File: src/rtl/csr_uart_rx_fifo_pkg.sv
// Shared definitions for the buffered UART receiver CSR responder:
// receiver FSM states, CSR status-word layout and modify op codes.
package csr_uart_rx_fifo_pkg;

    typedef enum logic [2:0] {
        ST_IDLE  = 3'd0,
        ST_START = 3'd1,
        ST_DATA  = 3'd2,
        ST_STOP  = 3'd3,
        ST_BREAK = 3'd4
    } rx_state_t;

    localparam int CSR_BIT_EMPTY = 31;
    localparam int CSR_BIT_OVR   = 30;
    localparam int CSR_BIT_FERR  = 29;
    localparam int CSR_CNT_LSB   = 16;

    localparam logic [1:0] MOD_NONE  = 2'b00;
    localparam logic [1:0] MOD_WRITE = 2'b01;
    localparam logic [1:0] MOD_SET   = 2'b10;
    localparam logic [1:0] MOD_CLEAR = 2'b11;

    // Head byte reads as zero when the FIFO is empty so stale RAM never leaks out.
    function automatic logic [31:0] pack_status(
        input logic       empty,
        input logic       ovr,
        input logic       ferr,
        input logic [4:0] count,
        input logic [7:0] head
    );
        logic [31:0] w;
        w                      = '0;
        w[CSR_BIT_EMPTY]       = empty;
        w[CSR_BIT_OVR]         = ovr;
        w[CSR_BIT_FERR]        = ferr;
        w[CSR_CNT_LSB +: 5]    = count;
        w[7:0]                 = empty ? 8'h00 : head;
        return w;
    endfunction

endpackage

File: src/rtl/byte_fifo.sv
// Synchronous byte FIFO with first-word-fall-through head, occupancy count
// and a drop indication for pushes that find no room.
module byte_fifo #(
    parameter int FIFO_LOG2 = 4
) (
    input  logic                 clk,
    input  logic                 rst,
    input  logic                 i_push,
    input  logic [7:0]           i_push_data,
    input  logic                 i_pop,
    output logic [7:0]           o_head,
    output logic                 o_full,
    output logic                 o_empty,
    output logic [FIFO_LOG2:0]   o_count,
    output logic                 o_dropped
);
    localparam int DEPTH = 2 ** FIFO_LOG2;

    logic [7:0]           r_mem [DEPTH];
    logic [FIFO_LOG2-1:0] r_wr_ptr;
    logic [FIFO_LOG2-1:0] r_rd_ptr;
    logic [FIFO_LOG2:0]   r_count;
    logic                 w_pop_ok;
    logic                 w_push_ok;

    assign o_full    = (r_count == (FIFO_LOG2+1)'(DEPTH));
    assign o_empty   = (r_count == '0);
    assign o_count   = r_count;
    assign o_head    = r_mem[r_rd_ptr];

    // A pop in the same cycle frees the slot, so a push into a full FIFO still lands.
    assign w_pop_ok  = i_pop & ~o_empty;
    assign w_push_ok = i_push & (~o_full | w_pop_ok);
    assign o_dropped = i_push & ~w_push_ok;

    always_ff @(posedge clk) begin
        if (rst) begin
            r_wr_ptr <= '0;
            r_rd_ptr <= '0;
            r_count  <= '0;
        end else begin
            if (w_push_ok) begin
                r_wr_ptr <= r_wr_ptr + FIFO_LOG2'(1);
            end
            if (w_pop_ok) begin
                r_rd_ptr <= r_rd_ptr + FIFO_LOG2'(1);
            end
            case ({w_push_ok, w_pop_ok})
                2'b10:   r_count <= r_count + (FIFO_LOG2+1)'(1);
                2'b01:   r_count <= r_count - (FIFO_LOG2+1)'(1);
                default: r_count <= r_count;
            endcase
        end
    end

    always_ff @(posedge clk) begin
        if (w_push_ok) begin
            r_mem[r_wr_ptr] <= i_push_data;
        end
    end

endmodule

File: src/rtl/csr_uart_rx_fifo.sv
// CSR responder for a buffered 8N1 UART receiver: rx synchroniser, bit-timing
// FSM, byte FIFO and a registered single-address CSR response.
module csr_uart_rx_fifo
    import csr_uart_rx_fifo_pkg::*;
#(
    parameter int          CLOCK_RATE = 50_000_000,
    parameter int          BAUD_RATE  = 115200,
    parameter int          FIFO_LOG2  = 4,
    parameter logic [11:0] CSR_ADDR   = 12'hBC3
) (
    input  logic        clk,
    input  logic        rst,
    input  logic        read,
    input  logic [2:0]  modify,
    input  logic [31:0] wdata,
    input  logic [11:0] addr,
    output logic [31:0] rdata,
    output logic        valid,
    input  logic        rx,
    output logic        irq_rx
);
    localparam int DIV   = CLOCK_RATE / BAUD_RATE;
    localparam int CNT_W = $clog2(DIV);
    localparam logic [CNT_W-1:0] CNT_HALF = CNT_W'(DIV / 2 - 1);
    localparam logic [CNT_W-1:0] CNT_LAST = CNT_W'(DIV - 1);

    logic               r_rx_meta;
    logic               r_rx_sync;
    rx_state_t          r_state;
    logic [CNT_W-1:0]   r_cnt;
    logic [2:0]         r_bit;
    logic [7:0]         r_shift;
    logic               r_ovr;
    logic               r_ferr;
    logic [31:0]        r_rdata;
    logic               r_valid;
    logic               r_irq;

    logic               w_stop_tick;
    logic               w_push;
    logic               w_ferr_set;
    logic               w_req;
    logic               w_pop;
    logic               w_clr;
    logic               w_modify;
    logic [7:0]         w_head;
    logic               w_full;
    logic               w_empty;
    logic [FIFO_LOG2:0] w_count;
    logic               w_dropped;
    logic [31:0]        w_word;
    logic               w_unused;

    assign w_unused = ^{modify[2], wdata[31], wdata[28:0], w_full};

    always_ff @(posedge clk) begin
        if (rst) begin
            r_rx_meta <= 1'b1;
            r_rx_sync <= 1'b1;
        end else begin
            r_rx_meta <= rx;
            r_rx_sync <= r_rx_meta;
        end
    end

    // Stop-bit decision is taken at the last tick of the stop bit.
    assign w_stop_tick = (r_state == ST_STOP) && (r_cnt == CNT_LAST);
    assign w_push      = w_stop_tick &  r_rx_sync;
    assign w_ferr_set  = w_stop_tick & ~r_rx_sync;

    always_ff @(posedge clk) begin
        if (rst) begin
            r_state <= ST_IDLE;
            r_cnt   <= '0;
            r_bit   <= '0;
        end else begin
            case (r_state)
                ST_IDLE: begin
                    if (!r_rx_sync) begin
                        r_state <= ST_START;
                        r_cnt   <= '0;
                    end
                end
                ST_START: begin
                    if (r_cnt == CNT_HALF) begin
                        r_cnt   <= '0;
                        r_bit   <= '0;
                        r_state <= r_rx_sync ? ST_IDLE : ST_DATA;
                    end else begin
                        r_cnt <= r_cnt + CNT_W'(1);
                    end
                end
                ST_DATA: begin
                    if (r_cnt == CNT_LAST) begin
                        r_cnt   <= '0;
                        r_shift <= {r_rx_sync, r_shift[7:1]};
                        if (r_bit == 3'd7) begin
                            r_state <= ST_STOP;
                        end else begin
                            r_bit <= r_bit + 3'd1;
                        end
                    end else begin
                        r_cnt <= r_cnt + CNT_W'(1);
                    end
                end
                ST_STOP: begin
                    if (r_cnt == CNT_LAST) begin
                        r_cnt   <= '0;
                        r_state <= r_rx_sync ? ST_IDLE : ST_BREAK;
                    end else begin
                        r_cnt <= r_cnt + CNT_W'(1);
                    end
                end
                ST_BREAK: begin
                    if (r_rx_sync) begin
                        r_state <= ST_IDLE;
                    end
                end
                default: r_state <= ST_IDLE;
            endcase
        end
    end

    assign w_modify = (modify[1:0] != MOD_NONE);
    assign w_req    = (read | w_modify) & (addr == CSR_ADDR);
    assign w_pop    = w_req & read;
    assign w_clr    = w_req & w_modify;

    byte_fifo #(
        .FIFO_LOG2 (FIFO_LOG2)
    ) u_fifo (
        .clk         (clk),
        .rst         (rst),
        .i_push      (w_push),
        .i_push_data (r_shift),
        .i_pop       (w_pop),
        .o_head      (w_head),
        .o_full      (w_full),
        .o_empty     (w_empty),
        .o_count     (w_count),
        .o_dropped   (w_dropped)
    );

    assign w_word = pack_status(w_empty, r_ovr, r_ferr, 5'(w_count), w_head);

    // Set beats clear: an error arriving during its own clear stays visible.
    always_ff @(posedge clk) begin
        if (rst) begin
            r_ovr   <= 1'b0;
            r_ferr  <= 1'b0;
            r_valid <= 1'b0;
            r_rdata <= '0;
            r_irq   <= 1'b0;
        end else begin
            r_ovr   <= (r_ovr  & ~(w_clr & wdata[CSR_BIT_OVR]))  | w_dropped;
            r_ferr  <= (r_ferr & ~(w_clr & wdata[CSR_BIT_FERR])) | w_ferr_set;
            r_valid <= w_req;
            r_rdata <= w_req ? w_word : 32'h0;
            r_irq   <= ~w_empty;
        end
    end

    assign rdata  = r_rdata;
    assign valid  = r_valid;
    assign irq_rx = r_irq;

endmodule
File: config.mk
export PLATFORM = sky130hd
export DESIGN_NAME = csr_uart_rx_fifo
export DESIGN_NICKNAME = d
export VERILOG_FILES = /design/src/rtl/csr_uart_rx_fifo_pkg.sv /design/src/rtl/byte_fifo.sv /design/src/rtl/csr_uart_rx_fifo.sv
export SDC_FILE = /design/constraint.sdc
export NUM_CORES = 1
export LEC_CHECK = 0
export CAP_MARGIN = 15
export CORE_MARGIN = 3
export CORE_UTILIZATION = 58
export CTS_BUF_LIST = sky130_fd_sc_hd__clkbuf_8
export CTS_CLUSTER_SIZE = 20
export DETAILED_ROUTE_END_ITERATION = 10
export PLACE_DENSITY = 0.82
export RECOVER_POWER = 100
export SYNTH_ARGS = -nofsm -noshare
export SYNTH_HDL_FRONTEND = slang
export SYNTH_SLANG_ARGS = --single-unit
File: constraint.sdc
create_clock -name clk -period 4.9 [get_ports clk]
set_input_delay 0.98 -clock clk [delete_from_list [all_inputs] [get_ports clk]]
set_output_delay 0.98 -clock clk [all_outputs]
set_load 0.01 [all_outputs]
# Word level (Yosys, flattened, before mapping)
# Memories as Yosys holds them, arrays and structs flattened. A register that Yosys moved wholly into a read port is not among the register bits.
# Index checks and enable logic that the tools add are counted.
[totals]
mem_count = 1
word_cells = 98
input_bits = 51
out_inout_bits = 34
latchBits = 0
reg_bits = 66
rom_bits = 0
mem_bits_rw = 128
[classes]
n_addsub = 6
magnitude_cmp = 0
div = 0
mux = 20
mul = 0
eq_ne = 18
n_reduce_logical = 14
shift = 0
bitwise = 24
[mem_list]
columns = ["name", "words", "width", "rd", "rd_ports_with_merged_regs", "write_ports", "line", "text"]
rows = [
  ["u_fifo.r_mem", 16, 8, 1, 1, 1, "byte_fifo.sv:19", "logic [7:0] r_mem [DEPTH];"],
]
[ops]
columns = ["operator", "count"]
rows = [
  ["$mux 3", 10],
  ["$mux 9", 3],
  ["$pmux 9 s3", 1],
  ["$pmux 3 s5", 1],
  ["$and 1x1->1", 12],
  ["$eq 12x12->1 const B", 1],
  ["$ne 2x2->1 const B", 6],
  ["$pmux 5 s2", 1],
  ["$add 9x1->9 const B", 1],
  ["$eq 9x8->1 const B", 1],
  ["$eq 9x9->1 const B", 1],
  ["$add 4x1->4 const B", 2],
  ["$not 1->1", 8],
  ["$eq 3x2->1 const B", 2],
  ["$eq 3x3->1 const B", 2],
  ["$pmux 3 s2", 1],
  ["$reduce_and 6->1", 1],
  ["$reduce_bool 2->1", 3],
  ["$add 5x1->5 const B", 1],
  ["$eq 5x5->1 const B", 1],
  ["$logic_not 5->1", 1],
  ["$sub 5x1->5 const B", 1],
  ["$or 1x1->1", 4],
  ["$reduce_and 4->1", 1],
  ["other kinds (14)", 16],
]

# Depth between registers and ports, before layout
[depth]
depth_word = 10
ltp_mapped = 14

# Cells and area by module
# Synthesis repeated with hierarchy kept, for this count alone.
[unflattened]
hier_cells = 518
hier_area_um2 = 7826.3
[by_module_without_submodules]
columns = ["module", "area_per_inst_um2", "n_inst", "cells_each", "seq_area_each_um2"]
rows = [
  ["byte_fifo", 5859.4, 1, 323, 4184.0],
  ["csr_uart_rx_fifo", 1966.9, 1, 195, 980.9],
]

# Worst setup path before layout
# Ideal clock, no wire load.
[synth_path]
path_type = "input -> register"
from = "in addr[3]"
to = "reg u_fifo.r_count[4], in the netlist u_fifo.o_count[4]"
arrival_time_ns = 3.798
path_buffers = 0
t_required_ns = 4.779
setup_slack_ns = 0.982
path_stages = 11
path_cell_list = "or4bb_1 -> or4_1 -> nor2_1 -> ha_1 -> inv_1 -> fa_1 -> nor2b_1 -> o21ai_0 -> nand3_1 -> or3b_2 -> mux2_2"
[synth_via]
elab_chain_len = 8
elab_cells_between_ends = 10
[synth_lines]
columns = ["element", "line", "text"]
rows = [
  ["from (decl)", "csr_uart_rx_fifo.sv:16", "input logic [11:0] addr,"],
  ["$eq 12x12->1 (*)", "csr_uart_rx_fifo.sv:125", "assign w_req = (read | w_modify) & (addr == CSR_ADDR);"],
  ["$and 1x1->1 (*)", "csr_uart_rx_fifo.sv:125", ""],
  ["$and 1x1->1 (*)", "csr_uart_rx_fifo.sv:126", "assign w_pop = w_req & read;"],
  ["$and 1x1->1 (*)", "byte_fifo.sv:32", "assign w_pop_ok = i_pop & ~o_empty;"],
  ["named net u_fifo.w_pop_ok", "byte_fifo.sv:23", "logic w_pop_ok;"],
  ["$or 1x1->1", "byte_fifo.sv:33", "assign w_push_ok = i_push & (~o_full | w_pop_ok);"],
  ["$and 1x1->1", "byte_fifo.sv:33", ""],
  ["$eq 2x1->1 or $eq 2x2->1 (tied branches)", "byte_fifo.sv:48", "case ({w_push_ok, w_pop_ok})"],
  ["$pmux 5 s2 or $reduce_bool 2->1 (tied branches)", "n/a", ""],
  ["to (signal assigned)", "byte_fifo.sv:49", "2'b10: r_count <= r_count + (FIFO_LOG2+1)'(1);"],
  ["to (signal assigned)", "byte_fifo.sv:50", "2'b01: r_count <= r_count - (FIFO_LOG2+1)'(1);"],
  ["to (signal assigned)", "byte_fifo.sv:51", "default: r_count <= r_count;"],
  ["to (decl)", "byte_fifo.sv:22", "logic [FIFO_LOG2:0] r_count;"],
]
# Mark *: on every way through the listed nets, which the timed path passes. The rest lies on a longest branch.
# A chain may end at the register's enable or synchronous reset.

# Worst setup path in the final report
[layout_path]
from = "in addr[6]"
to = "reg u_fifo.r_count[4], in the netlist u_fifo.o_count[4]"
[layout_via]
elab_chain_len = 8
elab_cells_between_ends = 10
[layout_lines]
columns = ["element", "line"]
rows = [
  ["$eq 12x12->1 (*)", "csr_uart_rx_fifo.sv:125"],
  ["$and 1x1->1 (*)", "csr_uart_rx_fifo.sv:125"],
  ["$and 1x1->1 (*)", "csr_uart_rx_fifo.sv:126"],
  ["$and 1x1->1 (*)", "byte_fifo.sv:32"],
  ["$or 1x1->1", "byte_fifo.sv:33"],
  ["$and 1x1->1", "byte_fifo.sv:33"],
  ["$eq 2x1->1 or $eq 2x2->1 (tied branches)", "byte_fifo.sv:48"],
  ["$pmux 5 s2 or $reduce_bool 2->1 (tied branches)", "n/a"],
]
# Every way passes the cells marked *; elsewhere a longest branch is shown, timed or not.

==> impl_results.rst <==
.. list-table::
   :header-rows: 1

   * - Metric
     - Value
   * - IR Drop Worst-Case VDD
     - 0.0002916 V
   * - Share of total power in the clock network
     - a little over a third
   * - Number of register bits inferred by synthesis
     - between 150 and 200
   * - Most frequent standard cell in the layout excluding fill and tap cells
     - edfxtp_1
   * - Maximum number of pins on one net before global-route repair
     - 31
   * - DRC violation count after routing
     - 0
   * - Async set-or-reset flop fraction in the synthesized netlist
     - 0%
   * - Xor/xnor share of the synthesized area
     - less than 1%
   * - FP Rows
     - just over 40
   * - Die boundary height
     - between 100 and 150 um
   * - Setup repair after global routing missed its margin
     - false
   * - Post-Synthesis Mean Instance Area
     - 15.29 sq um
   * - Number of unique standard cell types used by synthesis
     - 53
   * - Synthesized-area fraction occupied by and/or/nand/nor cells
     - between 10 and 15%
   * - Count of nets after finishing
     - 607
   * - Setup Total Neg Slack
     - 0 ns
   * - CP max FO
     - 16
   * - Number of vias after detailed routing
     - between 4000 and 5000
   * - Worst hold slack after final layout
     - between 0.4 and 0.5 ns
   * - Drt wl/cell
     - 18.72 um
   * - Int Pwr
     - roughly 2.1 mW
   * - Max cap viols
     - 0
   * - Fraction of power spent switching nets
     - between 20 and 25%
   * - Number of post-CTS setup repair buffers
     - 0
   * - Number of iterations in the first detailed-routing pass
     - 4
   * - Class of the most critical setup path
     - input pin to flop
   * - Drt via density
     - about 5.8
   * - Worst Setup Slack, final
     - a little over 0.5 ns
   * - Placeable core area
     - 12770 sq um
   * - Final Core Density
     - roughly 66%
   * - Data arrival time of the worst path
     - 4.74 ns
   * - Skew-Pair Late Insertion Delay
     - ~0.46 ns
   * - Leak Pwr
     - between 2 and 3 nW
   * - Count of hold buffers inserted by post-cts repair
     - 0
   * - Number of antenna violations at the first check in global routing
     - 0
   * - Sequential cell area fraction in the yosys report
     - between 60% and 70%
   * - Startpoint class of the critical path
     - input pin
   * - Worst setup skew after layout
     - approximately 0.014 ns
   * - TritonCTS buffer count
     - 17
   * - Post-layout minimum cycle time
     - between 4 and 5 ns
   * - Total Power
     - around 2.7 mW
   * - Power per cell area
     - between 300 and 400 nW/um^2
   * - FILL cells
     - 890
   * - Portion of netlist area occupied by mux cells
     - 11.51%
   * - Crit share post-route
     - between 80% and 90%
   * - Worst rel slew slack
     - around a quarter
   * - Final count of pins violating max slew
     - 0
   * - Number of clock sinks
     - between 150 and 200
   * - Number of routed nets with antenna violations
     - 0
   * - Post-Syn Instances
     - between 500 and 600
   * - Via count of the first global-routing pass
     - about 4400
   * - TritonCTS clock tree
     - built
   * - Final antenna diode count
     - 0
   * - Combinational family with the most area after synthesis
     - multiplexers
   * - Fmax
     - 227.5 MHz
   * - Count of input and output buffers
     - 37
   * - Setup WS pre-CTS
     - between 0.2 and 0.3 ns
   * - Fraction of layout instances using a drive strength above 1
     - roughly 14%
   * - Most used flip-flop cell after synthesis
     - edfxtp_1
   * - Post-synth design cell area
     - about 7700 sq um
   * - CTS root buffer
     - clkbuf_8
   * - Detailed placement HPWL
     - between 8 and 9 mm
   * - Slew at the pin closest to its max-slew limit
     - approximately 1.1 ns
   * - Switching component of the power
     - 0.5732 mW
   * - Total die area
     - between 10000 and 15000 sq um
   * - Routed wire length
     - roughly 14 mm
   * - Most frequent cells in the layout
     - edfxtp_1, dfxtp_1, nor2_1, mux4_2, dlygate4sd3_1
   * - CP required
     - around 5.2 ns
   * - Count of routing violations after the opening detailed-route iteration
     - roughly 350
   * - Adder-Cell Fraction of Synth Area
     - under 10%
   * - Compound-cell area share of the yosys netlist
     - under 10%
   * - Result of the run
     - finished clean
   * - Io pins
     - 85
   * - Starting density of the core
     - between 50 and 60%
   * - Placer's final routability congestion estimate
     - approximately 0.81
   * - Post-cts repair resize count
     - 0
   * - Clk pin slew, worst setup/hold paths
     - 0.09 ns
   * - Hold violation count in the final report
     - 0
   * - EDFF count, synth
     - between 100 and 150
   * - Maximum buffer depth of the clock tree
     - 2
   * - Hold Path Class
     - flop to flop
   * - Critical Path End Type
     - flop
   * - GRT Residual Overflow
     - 0
   * - Yosys warning count
     - 0
   * - Area growth from synthesis to layout
     - 10.76%
   * - Count of H-tree levels built during CTS
     - 4
   * - Die width
     - 120.9 um
   * - Overall routing resource usage
     - about a fifth
   * - Combinational Power Share
     - under 10%
   * - First-pass GRT wire length
     - around 22 mm
   * - Portion of total power attributed to sequential cells
     - 62.5%
   * - Final setup violating endpoints
     - 0
[kinds of logic after synthesis]
logic type / count (synthesis)
other cells: 1
xor+xnor: 7
fa+ha+maj: 15
compound gates: 51
simple gates: 145
buf+inv: 48
flops: 186
mux: 48
[critical path, cell delays in order]
cell           delay (ns)
dlygate4sd3_1        0.53
or4bb_1              0.56
nor4_4               0.25
o21a_1               0.44
inv_1                0.14
ha_1                 0.29
ha_1                 0.33
nor2b_1              0.16
o21ai_0              0.22
a21oi_1              0.10
or3b_2               0.45
mux2_2               0.28
[sequential cells by signal, indices dropped and copies added, names as in the netlist, 3 cells and up]
signal and count:
u_fifo.o_count 5, u_fifo.r_wr_ptr 4, u_fifo.r_mem 128, r_state 3
r_cnt 9, r_shift 8, u_fifo.r_rd_ptr 4, rdata 16
r_bit 3
[power by group through the flow]
stage | clock network, mW | registers, mW | logic [mW]
floorplan | 0 | 1.70 | 0.0375
global placement | 0 | 1.70 | 0.0446
detailed placement | 0 | 1.70 | 0.0465
global route | 1.03 | 1.67 | 0.0502
finish | 0.957 | 1.67 | 0.0452
CTS | 0.972 | 1.67 | 0.0463
[cell usage after synthesis (2+ instances only)]
library cell | count | share of area (%)
mux2i_1 | 15 | 2.0
and3_1 | 14 | 1.1
o21ai_0 | 5 | 0.33
or4bb_1 | 2 | 0.29
buf_2 | 4 | 0.26
mux4_2 | 32 | 9.4
nand2_1 | 18 | 0.88
inv_1 | 9 | 0.44
a21o_1 | 2 | 0.20
clkbuf_1 | 14 | 0.69
nor2_1 | 32 | 1.6
xor2_1 | 4 | 0.46
a22oi_1 | 2 | 0.20
nand2b_1 | 9 | 0.73
or2_2 | 3 | 0.25
nor3_1 | 8 | 0.52
ha_1 | 14 | 2.3
buf_1 | 4 | 0.20
a21oi_1 | 11 | 0.72
nor4_1 | 3 | 0.25
edfxtp_1 | 136 | 53
nor4_4 | 2 | 0.56
buf_4 | 16 | 1.6
o211ai_1 | 2 | 0.20
or4b_2 | 2 | 0.26
or3b_2 | 2 | 0.23
nand3_1 | 11 | 0.72
and2_1 | 11 | 0.90
nor2b_1 | 19 | 1.6
a31oi_1 | 5 | 0.41
dfxtp_1 | 50 | 13
xnor2_1 | 3 | 0.34
a211oi_1 | 17 | 1.7
[metal layers]
| metal | track usage, % | routed length (um) |
|---|---|---|
| met1 | 25.67 | 5624 |
| met2 | 33.17 | 6943 |
| met3 | 5.175 | 801 |
| met4 | 7.295 | 220 |
| met5 | 0 | 0 |
[area by class of cell]
cell class / count / area (sq um) / area share, %
Clock buffer: 17 / 234.0 / 2.757
Clock inverter: 15 / 141.4 / 1.666
Inverter: 10 / 37.54 / 0.4423
Multi-Input combinational cell: 282 / 2364 / 27.85
Sequential cell: 186 / 5086 / 59.94
Tap cell: 172 / 215.2 / 2.536
Timing Repair Buffer: 44 / 407.9 / 4.807
[metrics by stage]
step	cells	area [sq um]
2_1_floorplan	516	7717
3_3_place_gp	694	8149
3_5_place_dp	694	8149
4_1_cts	726	8524
5_1_grt	726	8486
6_report	726	8486
[final timing paths]
| path | cells past startpoint | from | endpoint | slack, ns |
|---|---|---|---|---|
| worst max register to register | 11 | r_cnt[2]$_SDFFE_PP0P_ | u_fifo.o_count[4]$_SDFFE_PP0P_ | 0.99 |
| worst min-delay path | 1 | r_rx_meta$_SDFF_PP1_ | r_rx_sync$_SDFF_PP1_ | 0.42 |
| worst max-delay path | 12 | addr[6] | u_fifo.o_count[4]$_SDFFE_PP0P_ | 0.50 |
| worst min register to register | 1 | r_rx_meta$_SDFF_PP1_ | r_rx_sync$_SDFF_PP1_ | 0.42 |
No activity file was read; power rests on OpenSTA's default activity.
